**src/rtl/system_consts.sv**
```systemverilog
// rtl/system_consts.sv - shared constants and state types for the SDRAM client arbiter
package system_consts;

    localparam int          ADDR_W_DEFAULT   = 25;
    localparam logic [31:0] SCN_BASE_DEFAULT = 32'h0040_0000;

    typedef enum logic [2:0] {
        ST_IDLE,
        ST_CPU_CMD,
        ST_CPU_WAIT,
        ST_DONE_CPU,
        ST_SCN_CMD,
        ST_SCN_W0,
        ST_SCN_W1,
        ST_DONE_SCN
    } arb_state_t;

    typedef enum logic {
        GRANT_CPU,
        GRANT_SCN
    } grant_t;

endpackage

```
**src/rtl/toggle_chan.sv**
```systemverilog
// rtl/toggle_chan.sv - toggle-handshake channel: pending detect, ack register, q capture
//
// Ports:
//   clk, reset_n   clock, asynchronous active-low reset
//   req            client toggle request
//   done           pulse: flip ack, completing the current service
//   lane_we        per-16-bit-lane capture enable for q
//   lane_data      word written into the enabled lane(s)
//   pend           req != ack
//   ack            toggle acknowledge back to the client
//   q              captured read data, held until the next capture
module toggle_chan #(
    parameter int LANES = 1
) (
    input  logic                  clk,
    input  logic                  reset_n,
    input  logic                  req,
    input  logic                  done,
    input  logic [LANES-1:0]      lane_we,
    input  logic [15:0]           lane_data,
    output logic                  pend,
    output logic                  ack,
    output logic [16*LANES-1:0]   q
);

    assign pend = req ^ ack;

    always_ff @(posedge clk or negedge reset_n) begin
        if (!reset_n) begin
            ack <= 1'b0;
            q   <= '0;
        end else begin
            if (done) begin
                ack <= ~ack;
            end
            for (int i = 0; i < LANES; i++) begin
                if (lane_we[i]) begin
                    q[16*i +: 16] <= lane_data;
                end
            end
        end
    end

endmodule

```
**src/rtl/sdram_client_arbiter.sv**
```systemverilog
// rtl/sdram_client_arbiter.sv - round-robin arbiter of CPU and SCN toggle channels onto one SDRAM command port
//
// Ports:
//   clk, reset_n                       clock, asynchronous active-low reset
//   cpu_addr/data/be/rw/req, cpu_ack   CPU channel (byte address, 16-bit read/write)
//   cpu_q                              CPU read data
//   scn_addr/req, scn_ack, scn_q       SCN tile ROM channel (32-bit read as two-word burst)
//   ram_cmd, ram_cmd_rdy               command valid / accept
//   ram_addr/we/burst2/be/wdata        command fields, stable while ram_cmd=1
//   ram_rdata, ram_rvalid, ram_wdone   controller responses
module sdram_client_arbiter
    import system_consts::*;
#(
    parameter int          ADDR_W   = ADDR_W_DEFAULT,
    parameter logic [31:0] SCN_BASE = SCN_BASE_DEFAULT
) (
    input  logic              clk,
    input  logic              reset_n,
    input  logic [31:0]       cpu_addr,
    input  logic [15:0]       cpu_data,
    input  logic [1:0]        cpu_be,
    input  logic              cpu_rw,
    input  logic              cpu_req,
    output logic              cpu_ack,
    output logic [15:0]       cpu_q,
    input  logic [31:0]       scn_addr,
    input  logic              scn_req,
    output logic              scn_ack,
    output logic [31:0]       scn_q,
    output logic              ram_cmd,
    input  logic              ram_cmd_rdy,
    output logic [ADDR_W-1:0] ram_addr,
    output logic              ram_we,
    output logic              ram_burst2,
    output logic [1:0]        ram_be,
    output logic [15:0]       ram_wdata,
    input  logic [15:0]       ram_rdata,
    input  logic              ram_rvalid,
    input  logic              ram_wdone
);

    arb_state_t state, state_next;
    grant_t     last_grant;

    logic       cpu_pend, scn_pend;
    logic       cpu_done, scn_done;
    logic [0:0] cpu_cap;
    logic [1:0] scn_cap;
    logic       latch_cpu, latch_scn;

    // 32-bit wrap-around add; bits above the controller address range drop out.
    logic [31:0] scn_byte_addr;
    assign scn_byte_addr = scn_addr + SCN_BASE;

    logic unused_addr_bits;
    assign unused_addr_bits = ^{cpu_addr[0], cpu_addr[31:ADDR_W+1],
                                scn_byte_addr[1:0], scn_byte_addr[31:ADDR_W+1]};

    toggle_chan #(.LANES(1)) u_cpu_chan (
        .clk       (clk),
        .reset_n   (reset_n),
        .req       (cpu_req),
        .done      (cpu_done),
        .lane_we   (cpu_cap),
        .lane_data (ram_rdata),
        .pend      (cpu_pend),
        .ack       (cpu_ack),
        .q         (cpu_q)
    );

    // Lane 1 is scn_q[31:16] (word at A), lane 0 is scn_q[15:0] (word at A+2).
    toggle_chan #(.LANES(2)) u_scn_chan (
        .clk       (clk),
        .reset_n   (reset_n),
        .req       (scn_req),
        .done      (scn_done),
        .lane_we   (scn_cap),
        .lane_data (ram_rdata),
        .pend      (scn_pend),
        .ack       (scn_ack),
        .q         (scn_q)
    );

    always_ff @(posedge clk or negedge reset_n) begin
        if (!reset_n) begin
            state      <= ST_IDLE;
            last_grant <= GRANT_SCN;
            ram_addr   <= '0;
            ram_we     <= 1'b0;
            ram_burst2 <= 1'b0;
            ram_be     <= 2'b00;
            ram_wdata  <= 16'h0000;
        end else begin
            state <= state_next;
            if (state == ST_DONE_CPU) begin
                last_grant <= GRANT_CPU;
            end
            if (state == ST_DONE_SCN) begin
                last_grant <= GRANT_SCN;
            end
            if (latch_cpu) begin
                ram_addr   <= cpu_addr[ADDR_W:1];
                ram_we     <= ~cpu_rw;
                ram_be     <= cpu_rw ? 2'b11 : cpu_be;
                ram_wdata  <= cpu_data;
                ram_burst2 <= 1'b0;
            end
            if (latch_scn) begin
                ram_addr   <= {scn_byte_addr[ADDR_W:2], 1'b0};
                ram_we     <= 1'b0;
                ram_be     <= 2'b11;
                ram_wdata  <= 16'h0000;
                ram_burst2 <= 1'b1;
            end
        end
    end

    always_comb begin
        state_next = state;
        ram_cmd    = 1'b0;
        latch_cpu  = 1'b0;
        latch_scn  = 1'b0;
        cpu_done   = 1'b0;
        scn_done   = 1'b0;
        cpu_cap    = 1'b0;
        scn_cap    = 2'b00;
        case (state)
            ST_IDLE: begin
                // On a tie the channel that was not served last wins.
                if (cpu_pend && (!scn_pend || last_grant == GRANT_SCN)) begin
                    state_next = ST_CPU_CMD;
                    latch_cpu  = 1'b1;
                end else if (scn_pend) begin
                    state_next = ST_SCN_CMD;
                    latch_scn  = 1'b1;
                end
            end
            ST_CPU_CMD: begin
                ram_cmd = 1'b1;
                if (ram_cmd_rdy) begin
                    state_next = ST_CPU_WAIT;
                end
            end
            ST_CPU_WAIT: begin
                // ram_we still holds the latched direction of this command.
                if (!ram_we && ram_rvalid) begin
                    cpu_cap    = 1'b1;
                    state_next = ST_DONE_CPU;
                end else if (ram_we && ram_wdone) begin
                    state_next = ST_DONE_CPU;
                end
            end
            ST_DONE_CPU: begin
                cpu_done   = 1'b1;
                state_next = ST_IDLE;
            end
            ST_SCN_CMD: begin
                ram_cmd = 1'b1;
                if (ram_cmd_rdy) begin
                    state_next = ST_SCN_W0;
                end
            end
            ST_SCN_W0: begin
                if (ram_rvalid) begin
                    scn_cap    = 2'b10;
                    state_next = ST_SCN_W1;
                end
            end
            ST_SCN_W1: begin
                if (ram_rvalid) begin
                    scn_cap    = 2'b01;
                    state_next = ST_DONE_SCN;
                end
            end
            ST_DONE_SCN: begin
                scn_done   = 1'b1;
                state_next = ST_IDLE;
            end
            default: begin
                state_next = ST_IDLE;
            end
        endcase
    end

endmodule

```
**config.mk**
```make
export PLATFORM = sky130hd
export DESIGN_NAME = sdram_client_arbiter
export DESIGN_NICKNAME = d
export VERILOG_FILES = /design/src/rtl/system_consts.sv /design/src/rtl/toggle_chan.sv /design/src/rtl/sdram_client_arbiter.sv
export SDC_FILE = /design/constraint.sdc
export NUM_CORES = 1
export LEC_CHECK = 0
export CORE_ASPECT_RATIO = 1.75
export CORE_MARGIN = 4
export CORE_UTILIZATION = 30
export CTS_CLUSTER_SIZE = 28
export DETAILED_ROUTE_END_ITERATION = 12
export REMOVE_ABC_BUFFERS = 1
export SYNTH_ARGS = -nofsm -noshare
export SYNTH_HDL_FRONTEND = slang
export SYNTH_SLANG_ARGS = --single-unit
```
**constraint.sdc**
```tcl
create_clock -name clk -period 2.47 [get_ports clk]
set_clock_uncertainty 0.15 [all_clocks]
set_input_delay 0.6175 -clock clk [delete_from_list [all_inputs] [get_ports clk]]
set_output_delay 0.6175 -clock clk [all_outputs]
set_load 0.02 [all_outputs]
```
==> results.py, run 1 <==
metrics = {
    "worst_setup_path": {
        "worstPathRequired_ns": 1.70,
        "cp.arrival_ns": 1.61,
        "crit_fanout": 10,
        "endpoint_kind": "output pin",
        "crit_type": "reg -> out",
        "startpoint_type": "flip-flop",
    },
    "drt": {
        "avgViaCountPerCell": 4.71,
        "ant_nets": 0,
        "drc": 0,
        "drt_iter0_markers": 104,
        "dr.pass1.iters": 4,
        "drt-total-wl_um": 11300,
        "wire_per_inst_um": 16.4,
        "num_vias": 3264,
    },
    "power": {
        "power.switching_mw": 3.43,
        "p_leak_nw": 2.79,
        "pwr-share-comb": 0.529,
        "intPower_mw": 5.70,
        "power.share.switching": 0.376,
        "max-vdd-ir-drop_mv": 0.550,
        "clock_power_share": 0.151,
        "p_seq_frac": 0.320,
        "powerDensity_nw_per_um2": 1400,
    },
    "timing": {
        "finalHoldViolations": 0,
        "period_minus_slack_ns": 2.38,
        "tightest_slew_ns": 0.458,
        "layout_setup_ws_ns": 0.0886,
        "rsz0062_at_grt": "no",
        "timing.slew.headroom": 0.695,
        "slew_viol_final": 0,
        "setup_viol": 0,
        "fin_crit_sh": 0.964,
        "max_freq_mhz": 420,
    },
    "grt": {
        "grt-ovfl-total": 0,
        "grt_first_pass_wirelength_um": 18000,
        "first_global_vias": 3667,
        "grt_max_degree": 39,
        "antenna_found_initial": 0,
        "grt_usage": 0.149,
    },
    "cts": {
        "numCtsBuffers": 9,
        "cts_resized": 0,
        "cts_max_level": 3,
        "cts_buffer_depth": 2,
        "clk_pin_slew_ns": 0.07,
        "clk_latency_ns": 0.33,
        "ctsHoldBuffers": 0,
        "post-cts-setup-buffer-count": 0,
        "cts_sinks": 99,
        "cts_root_buf": "clkbuf_16",
        "cts_tree": "done",
    },
    "floorplanning": {
        "io_pins": 202,
        "die_h_um": 161,
        "die_area_sq_um": 15400,
        "chipWidth_um": 95.6,
        "initial_core_util": 0.308,
        "coreArea_sq_um": 13100,
        "rows": 55,
    },
    "hold_path": {
        "hp-class": "in -> async",
    },
    "logic_synthesis": {
        "synth_enable_flop_cells": 0,
        "synth.top_cell.area_share": 0.609,
        "syn_inst": 321,
        "post_synth.cell_area_avg_sq_um": 12.6,
        "async_reset_ff_frac": 1.00,
        "ys_ff_latch": 99,
        "synthDistinctLibCells": 35,
        "ys_warn_count": 0,
        "synth_common_cells": "98 x dfrtp_1, 48 x mux2_2, 42 x a21oi_1",
        "syn_area_sq_um": 4030,
        "post-synth-top-count-cell": "dfrtp_1",
        "synthTopCellsByArea": "dfrtp_1 61%, mux2_2 13%, a21oi_1 5.2%, a22o_1 3.7%, nand2_1 3.0%",
        "ys_seq_area_frac": 0.615,
        "synth_top_area_cell": "dfrtp_1",
        "synth_flop_cell": "dfrtp_1",
    },
    "cells_and_area": {
        "regArea_sq_um": 2480,
        "drive_above_1_share": 0.172,
        "final_cells": 693,
        "multi_input_area_sq_um": 1450,
        "nets": 624,
        "antenna_cells": 0,
        "fillers": 1190,
        "area_growth_pct": 61.9,
    },
    "job": {
        "drv_cap": 0,
    },
    "placement": {
        "io_buffers": 186,
        "gp_congestion": 0.757,
        "place_inst": 677,
        "pre_cts_slack_ns": 0.0413,
        "dp_hpwl_um": 8760,
    },
    "run_status": {
        "status": "finished, final reports clean",
    },
}
[registers in the layout (all words and copies together), names as in the netlist]
| signal | count |
|---|---|
| ram_addr | 25 |
| u_cpu_chan.q | 16 |
| state | 3 |
| ram_burst2 | 1 |
| ram_be | 2 |
| u_scn_chan.ack | 1 |
| u_scn_chan.q | 32 |
| ram_we | 1 |
| last_grant | 1 |
| u_cpu_chan.ack | 1 |
| ram_wdata | 16 |
[cells by family after synthesis]
family | Yosys count | synth area share
multiplexers | 50 | 0.139
flip-flops | 99 | 0.615
buffers and inverters | 20 | 0.0251
AO/OA/AOI/OAI | 76 | 0.123
AND/OR/NAND/NOR | 67 | 0.0770
adder cells (fa/ha/maj) | 1 | 0.00310
XOR/XNOR | 8 | 0.0174
[final cells by class]
type	instances	area share
clock buffer	10	0.0351
sequential	99	0.380
multi-input combinational	202	0.223
inverter	1	0.000575
tap	171	0.0328
timing repair buffer	204	0.319
clock inverter	6	0.00978
[routing by layer]
metal  share of wire  routed length, um  track usage
met1            0.36               4070        0.155
met2            0.54               6080        0.271
met3           0.083                943       0.0475
met4           0.021                240       0.0576
met5               0                  0            0
[through the flow]
step	hold WS, ns	power, mW	setup TNS (ns)	cell area (sq um)	util
6_report	0.0864	9.12	0	6530	0.499
5_1_grt	0.114	9.70	0	6530	0.499
4_1_cts	0.0873	9.28	0	6530	0.499
3_5_place_dp	0.311	7.86	0	6230	0.477
3_3_place_gp	0.307	7.76	0	6230	0.477
2_1_floorplan	0.172	5.31	-11.58	3930	-
[path summary, 6_finish.rpt]
kind / startpoint / endpoint / slack (ns) / cells past startpoint
min in group clk: ram_addr[22]$_DFFE_PN0P_ / ram_addr[22]$_DFFE_PN0P_ / 0.32 / 2
hold / removal: reset_n / u_scn_chan.q[15]$_DFFE_PN0P_ / 0.09 / 1
hold reg to reg: ram_addr[22]$_DFFE_PN0P_ / ram_addr[22]$_DFFE_PN0P_ / 0.32 / 2
max in group asynchronous: reset_n / last_grant$_DFFE_PN1P_ / 1.48 / 2
setup reg to reg: state[0]$_DFFE_PN0P_ / ram_addr[11]$_DFFE_PN0P_ / 0.51 / 6
setup / recovery: state[1]$_DFFE_PN0P_ / ram_cmd / 0.09 / 2
[power by group through the flow]
stage	registers [mW]	logic (mW)	clock network, mW
final	2.92	4.82	1.38
after global routing	3.03	5.18	1.49
after CTS	2.93	4.92	1.43
after detailed placement	2.95	4.91	0
after global placement	2.92	4.84	0
after floorplan	3.88	1.43	0
[worst max-delay path, stage by stage, from the launching register on]
cell and delay [ns]:
dfrtp_1 0.49, nor2_1 0.17, clkdlybuf4s50_1 0.62
[layout by cell type (no fill, tap or decap), drive strengths merged, types with 4 or more instances in the layout]
| master | synthesis | layout |
|---|---|---|
| a21oi | 43 | 43 |
| a22o | 17 | 17 |
| buf | 11 | 19 |
| clkbuf | 8 | 10 |
| clkdlybuf4s50 | 0 | 185 |
| dfrtp | 98 | 98 |
| mux2 | 48 | 48 |
| nand2 | 32 | 32 |
| nor2 | 25 | 25 |
| o21ai | 5 | 5 |
| xnor2 | 4 | 4 |
| xor2 | 4 | 4 |
Power figures use the tool's default switching activity.
==> inputs of run 2 (changes only) <==
--- a/config.mk
+++ b/config.mk
@@ -7,9 +7,11 @@
 export LEC_CHECK = 0
 export CORE_ASPECT_RATIO = 1.75
 export CORE_MARGIN = 4
-export CORE_UTILIZATION = 30
+export CORE_UTILIZATION = 40
 export CTS_CLUSTER_SIZE = 28
 export DETAILED_ROUTE_END_ITERATION = 12
+export GPL_ROUTABILITY_DRIVEN = 0
+export PLACE_DENSITY = 0.8
 export REMOVE_ABC_BUFFERS = 1
 export SYNTH_ARGS = -nofsm -noshare
 export SYNTH_HDL_FRONTEND = slang
==> run 2 against run 1 <==
Compared with the run above: critical path depth is the same; non-clock buffer count grew 1; combinational power grew 1%; sequential cell count is the same; sequential power is essentially flat; total power grew 1.2%; utilization grew 16 points; highest routed layer unchanged.
==> results.py, run 2 (synthesis gave the netlist of run 1 again) <==
metrics = {
    "cts": {
        "cts_max_level": 3,
        "post-cts-setup-buffer-count": 0,
        "cts_tree": "done",
        "clk_latency_ns": 0.33,
        "cts_root_buf": "clkbuf_16",
        "ctsHoldBuffers": 0,
        "cts_sinks": 99,
        "clk_pin_slew_ns": 0.07,
        "cts_resized": 0,
        "cts_buffer_depth": 2,
        "numCtsBuffers": 9,
    },
    "grt": {
        "grt_usage": 0.190,
        "grt_first_pass_wirelength_um": 17800,
        "first_global_vias": 3615,
        "grt-ovfl-total": 0,
        "antenna_found_initial": 0,
        "grt_max_degree": 44,
    },
    "worst_setup_path": {
        "r2r_slack_ns": 0.42,
        "worstPathRequired_ns": 1.70,
        "crit_fanout": 10,
        "cp.arrival_ns": 1.59,
        "reg2reg_depth": 6,
        "startpoint_type": "flip-flop",
        "r2r-start": "state[0]$_DFFE_PN0P_",
        "timing.rr.end": "ram_addr[8]$_DFFE_PN0P_",
        "endpoint_kind": "output pin",
        "crit_type": "reg -> out",
    },
    "cells_and_area": {
        "final_common_cell": "clkdlybuf4s50_1",
        "regMostFlops": "u_scn_chan.q",
        "fin_area_sq_um": 6510,
        "layout_common_cells": "185 x clkdlybuf4s50_1, 98 x dfrtp_1, 48 x mux2_2",
        "drive_above_1_share": 0.176,
        "nets": 625,
        "antenna_cells": 0,
        "largest_register_ffs": 32,
        "reg_top3": "u_scn_chan.q x32, ram_addr x25",
        "fillers": 765,
        "area_growth_pct": 61.6,
    },
    "timing": {
        "period_minus_slack_ns": 2.36,
        "slew_viol_final": 0,
        "setup_viol": 0,
        "max_freq_mhz": 424,
        "rsz0062_at_grt": "no",
        "finalHoldViolations": 0,
        "tightest_slew_ns": 0.562,
        "fin_crit_sh": 0.956,
        "timing.slew.headroom": 0.622,
    },
    "hold_path": {
        "hp-class": "in -> async",
    },
    "power": {
        "power.switching_mw": 3.49,
        "p_seq_frac": 0.317,
        "p_leak_nw": 2.82,
        "powerDensity_nw_per_um2": 1420,
        "clock_power_share": 0.155,
        "finalPower_mw": 9.23,
        "max-vdd-ir-drop_mv": 0.773,
        "power.share.switching": 0.378,
        "intPower_mw": 5.74,
        "pwr-share-comb": 0.528,
    },
    "drt": {
        "drc": 0,
        "avgViaCountPerCell": 5.06,
        "route.met3.wl_um": 715,
        "route.met2.wl_um": 6220,
        "ant_nets": 0,
        "drt_iter0_markers": 67,
        "wirelength_met1_um": 4090,
        "top_layer": "met4",
        "dr.pass1.iters": 4,
        "num_vias": 3277,
        "wire_per_inst_um": 17.3,
        "drt-total-wl_um": 11200,
    },
    "placement": {
        "place_area_sq_um": 6200,
        "dp_hpwl_um": 8700,
        "io_buffers": 186,
    },
    "floorplanning": {
        "initial_core_util": 0.409,
        "coreArea_sq_um": 9850,
        "die_h_um": 141,
        "die_area_sq_um": 11800,
        "io_pins": 202,
        "rows": 48,
        "chipWidth_um": 83.9,
    },
    "job": {
        "drv_cap": 0,
    },
    "run_status": {
        "status": "finished, final reports clean",
    },
}
## run 2: cell count changes in the layout (fill, tap and decap cells not counted), sizes merged
cell	before	now
inv	2	4
buf	19	20
clkinvlp	2	0
## run 2: per-stage QoR
step / setup TNS (ns) / instances / util / setup WS [ns] / hold slack (ns)
after floorplan: -11.58 / 302 / - / -0.333 / 0.172
after global placement: 0 / 632 / 0.630 / 0.114 / 0.311
after detailed placement: 0 / 632 / 0.630 / 0.0472 / 0.316
after CTS: 0 / 648 / 0.661 / 0.0822 / 0.0443
after global routing: 0 / 648 / 0.661 / 0.0263 / 0.0555
final: 0 / 648 / 0.661 / 0.110 / 0.0461
## run 2: area by class of cell
| type | instances | area (sq um) | share of cell area |
|---|---|---|---|
| flip-flops and latches | 99 | 2480 | 0.381 |
| repair buffers | 205 | 2100 | 0.323 |
| multi-input cells | 202 | 1460 | 0.224 |
| clock buffers | 10 | 239 | 0.0367 |
| well taps | 125 | 156 | 0.0240 |
| clock inverters | 6 | 70.1 | 0.0108 |
| inverters | 1 | 3.75 | 0.000576 |
## run 2: worst max-delay path: stages (launching register included)
cell and delay (ns):
dfrtp_1 0.49, nor2_1 0.16, clkdlybuf4s50_1 0.62
## run 2: routing by layer
metal,GRT usage,vias to the layer above
met3,0.0480,14
met4,0.0653,0
li1,-,1523
met1,0.196,1611
met2,0.366,129
met5,0,-
## run 2: power by group through the flow
stage	Clock [mW]	Sequential, mW	Combinational [mW]
floorplan	0	3.88	1.43
global placement	0	2.91	4.80
detailed placement	0	2.95	4.93
CTS	1.46	2.93	4.94
global route	1.54	3.02	5.18
finish	1.43	2.93	4.88
## run 2: worst max path at each step
stage | from | end | slack, ns | cells past startpoint
floorplan | cpu_req | ram_addr[23]$_DFFE_PN0P_ | -0.33 | 3
global placement | cpu_req | ram_addr[9]$_DFFE_PN0P_ | 0.11 | 7
detailed placement | scn_req | ram_be[0]$_DFFE_PN0P_ | 0.05 | 5
CTS | state[1]$_DFFE_PN0P_ | ram_cmd | 0.08 | 2
global route | state[1]$_DFFE_PN0P_ | ram_cmd | 0.03 | 2
finish | state[1]$_DFFE_PN0P_ | ram_cmd | 0.11 | 2
==> inputs of run 3 (changes only) <==
--- a/config.mk
+++ b/config.mk
@@ -11,6 +11,7 @@
 export CTS_CLUSTER_SIZE = 28
 export DETAILED_ROUTE_END_ITERATION = 12
 export GPL_ROUTABILITY_DRIVEN = 0
+export GPL_TIMING_DRIVEN = 0
 export PLACE_DENSITY = 0.8
 export REMOVE_ABC_BUFFERS = 1
 export SYNTH_ARGS = -nofsm -noshare
==> run 3 against run 2 <==
Compared with the run above: via count is 1.4% lower; wire length shrank 0.38%; total power fell by 1.9%; first-iteration DRC count grew 58%; sequential share of layout area increased by 0.88 points; hold slack better by 0.12 ns; combinational power down 4%; clock-buffer cell count stayed put; global-route usage fell by 0.61 points; sequential cell count unchanged; largest cell class unchanged; largest power group unchanged; highest routed layer unchanged.
==> results.py, run 3 (synthesis gave the netlist of run 1 again) <==
metrics = {
    "drt": {
        "ant_nets": 0,
        "drt_iter0_markers": 106,
        "dr.pass1.iters": 6,
        "avgViaCountPerCell": 5.11,
        "drc": 0,
        "wire_per_inst_um": 17.7,
        "drt-total-wl_um": 11200,
        "num_vias": 3232,
    },
    "grt": {
        "grt_max_degree": 55,
        "grt_usage": 0.184,
        "antenna_found_initial": 0,
        "grt_first_pass_wirelength_um": 17500,
        "grt-ovfl-total": 0,
        "first_global_vias": 3439,
    },
    "power": {
        "max-vdd-ir-drop_mv": 0.737,
        "p_leak_nw": 2.71,
        "powerDensity_nw_per_um2": 1420,
    },
    "timing": {
        "timing.slew.headroom": 0.374,
        "rsz0062_at_grt": "no",
        "fin_crit_sh": 0.976,
        "layout_setup_ws_ns": 0.0583,
        "slew_viol_final": 0,
        "holdWs_ns": 0.170,
        "setup_viol": 0,
        "tightest_slew_ns": 0.937,
        "tns_ns": 0,
        "finalHoldViolations": 0,
        "max_freq_mhz": 415,
        "period_minus_slack_ns": 2.41,
    },
    "floorplanning": {
        "die_area_sq_um": 11800,
        "chipWidth_um": 83.9,
        "coreArea_sq_um": 9850,
        "die_h_um": 141,
        "initial_core_util": 0.409,
        "rows": 48,
        "io_pins": 202,
    },
    "worst_setup_path": {
        "crit_type": "in -> reg",
        "cp.arrival_ns": 2.48,
        "path_buf_inv": 1,
        "slowest_delay_ns": 0.50,
        "startpoint_type": "input pin",
        "cp_top_family": "compound AO/OA/AOI/OAI gates",
        "endpoint_kind": "flip-flop",
        "cp_slowest_cell": "clkdlybuf4s50_1",
        "worstPathRequired_ns": 2.53,
        "crit_chain": "clkdlybuf4s50_1 > xor2_2 > o21ai_0 > or2_1 > o32a_1",
        "crit_fanout": 7,
    },
    "cts": {
        "numCtsBuffers": 9,
        "cts_tree": "done",
        "cts_buffer_depth": 2,
        "cts_sinks": 99,
        "cts_max_level": 3,
        "clk_latency_ns": 0.33,
        "cts_root_buf": "clkbuf_16",
        "clk_pin_slew_ns": 0.07,
    },
    "placement": {
        "place_inst": 615,
        "io_buffers": 186,
        "dp_hpwl_um": 8250,
        "pre_cts_slack_ns": -0.646,
    },
    "run_status": {
        "status": "finished, final reports clean",
    },
    "hold_path": {
        "hp-class": "in -> async",
    },
    "cells_and_area": {
        "drive_above_1_share": 0.163,
        "antenna_cells": 0,
        "reg_top3": "u_scn_chan.q x32, ram_addr x25",
        "final_cells": 633,
        "fillers": 791,
        "largest_register_ffs": 32,
        "layout_common_cells": "184 x clkdlybuf4s50_1, 97 x dfrtp_1, 48 x mux2_2",
        "regMostFlops": "u_scn_chan.q",
        "nets": 610,
        "fin_util": 0.646,
        "final_common_cell": "clkdlybuf4s50_1",
        "area_growth_pct": 58.0,
    },
    "job": {
        "drv_cap": 0,
    },
}
run 3: cell count changes in the layout (fill, tap and decap cells not counted), sizes merged:
cell,delta
inv,-2
dlygate4sd2,+1
clkinvlp,+2
buf,-16
a211oi,+1
clkdlybuf4s50,-1
run 3: final timing paths:
kind | end | from | depth (start not counted) | slack, ns
hold reg to reg | ram_burst2$_DFFE_PN0P_ | ram_burst2$_DFFE_PN0P_ | 2 | 0.34
setup / recovery | ram_be[1]$_DFFE_PN0P_ | cpu_req | 5 | 0.06
max in group asynchronous | u_cpu_chan.q[6]$_DFFE_PN0P_ | reset_n | 2 | 1.32
min in group clk | ram_burst2$_DFFE_PN0P_ | ram_burst2$_DFFE_PN0P_ | 2 | 0.34
hold / removal | u_scn_chan.q[3]$_DFFE_PN0P_ | reset_n | 1 | 0.17
setup reg to reg | ram_addr[8]$_DFFE_PN0P_ | state[0]$_DFFE_PN0P_ | 4 | 0.11
run 3: routing by layer:
metal  vias up  part of all wire  GRT usage
li1       1498                 -          -
met1      1582              0.36      0.200
met2       137              0.55      0.336
met3        15             0.070     0.0585
met4         0             0.022     0.0585
met5         -                 0          0
run 3: layout make-up:
class / instances / area, sq um / area share
flip-flops and latches: 99 / 2480 / 0.389
inverters: 1 / 3.75 / 0.000590
clock inverters: 6 / 63.8 / 0.0100
multi-input cells: 203 / 1510 / 0.237
well taps: 125 / 156 / 0.0246
clock buffers: 10 / 239 / 0.0375
repair buffers: 189 / 1920 / 0.301
run 3: power breakdown:
part	switching [mW]	internal (mW)	leakage (nW)	total, mW
registers	0.541	2.45	1.19	2.99
logic	2.37	2.31	1.38	4.68
clock network	0.582	0.812	0.145	1.39
run 3: what timing repair did:
action,in CTS,in global routing
hold buffers,0,0
setup endpoints to repair,43,8
gates cloned,0,1
pin swaps,0,1
resized for setup,7,2
setup buffers,1,0
run 3: stage by stage:
stage / power, mW / cell area, sq um
final: 9.06 / 6370
after detailed placement: 7.64 / 6000
after CTS: 9.10 / 6340
after floorplan: 5.31 / 3930
after global placement: 7.46 / 5950
after global routing: 9.58 / 6370
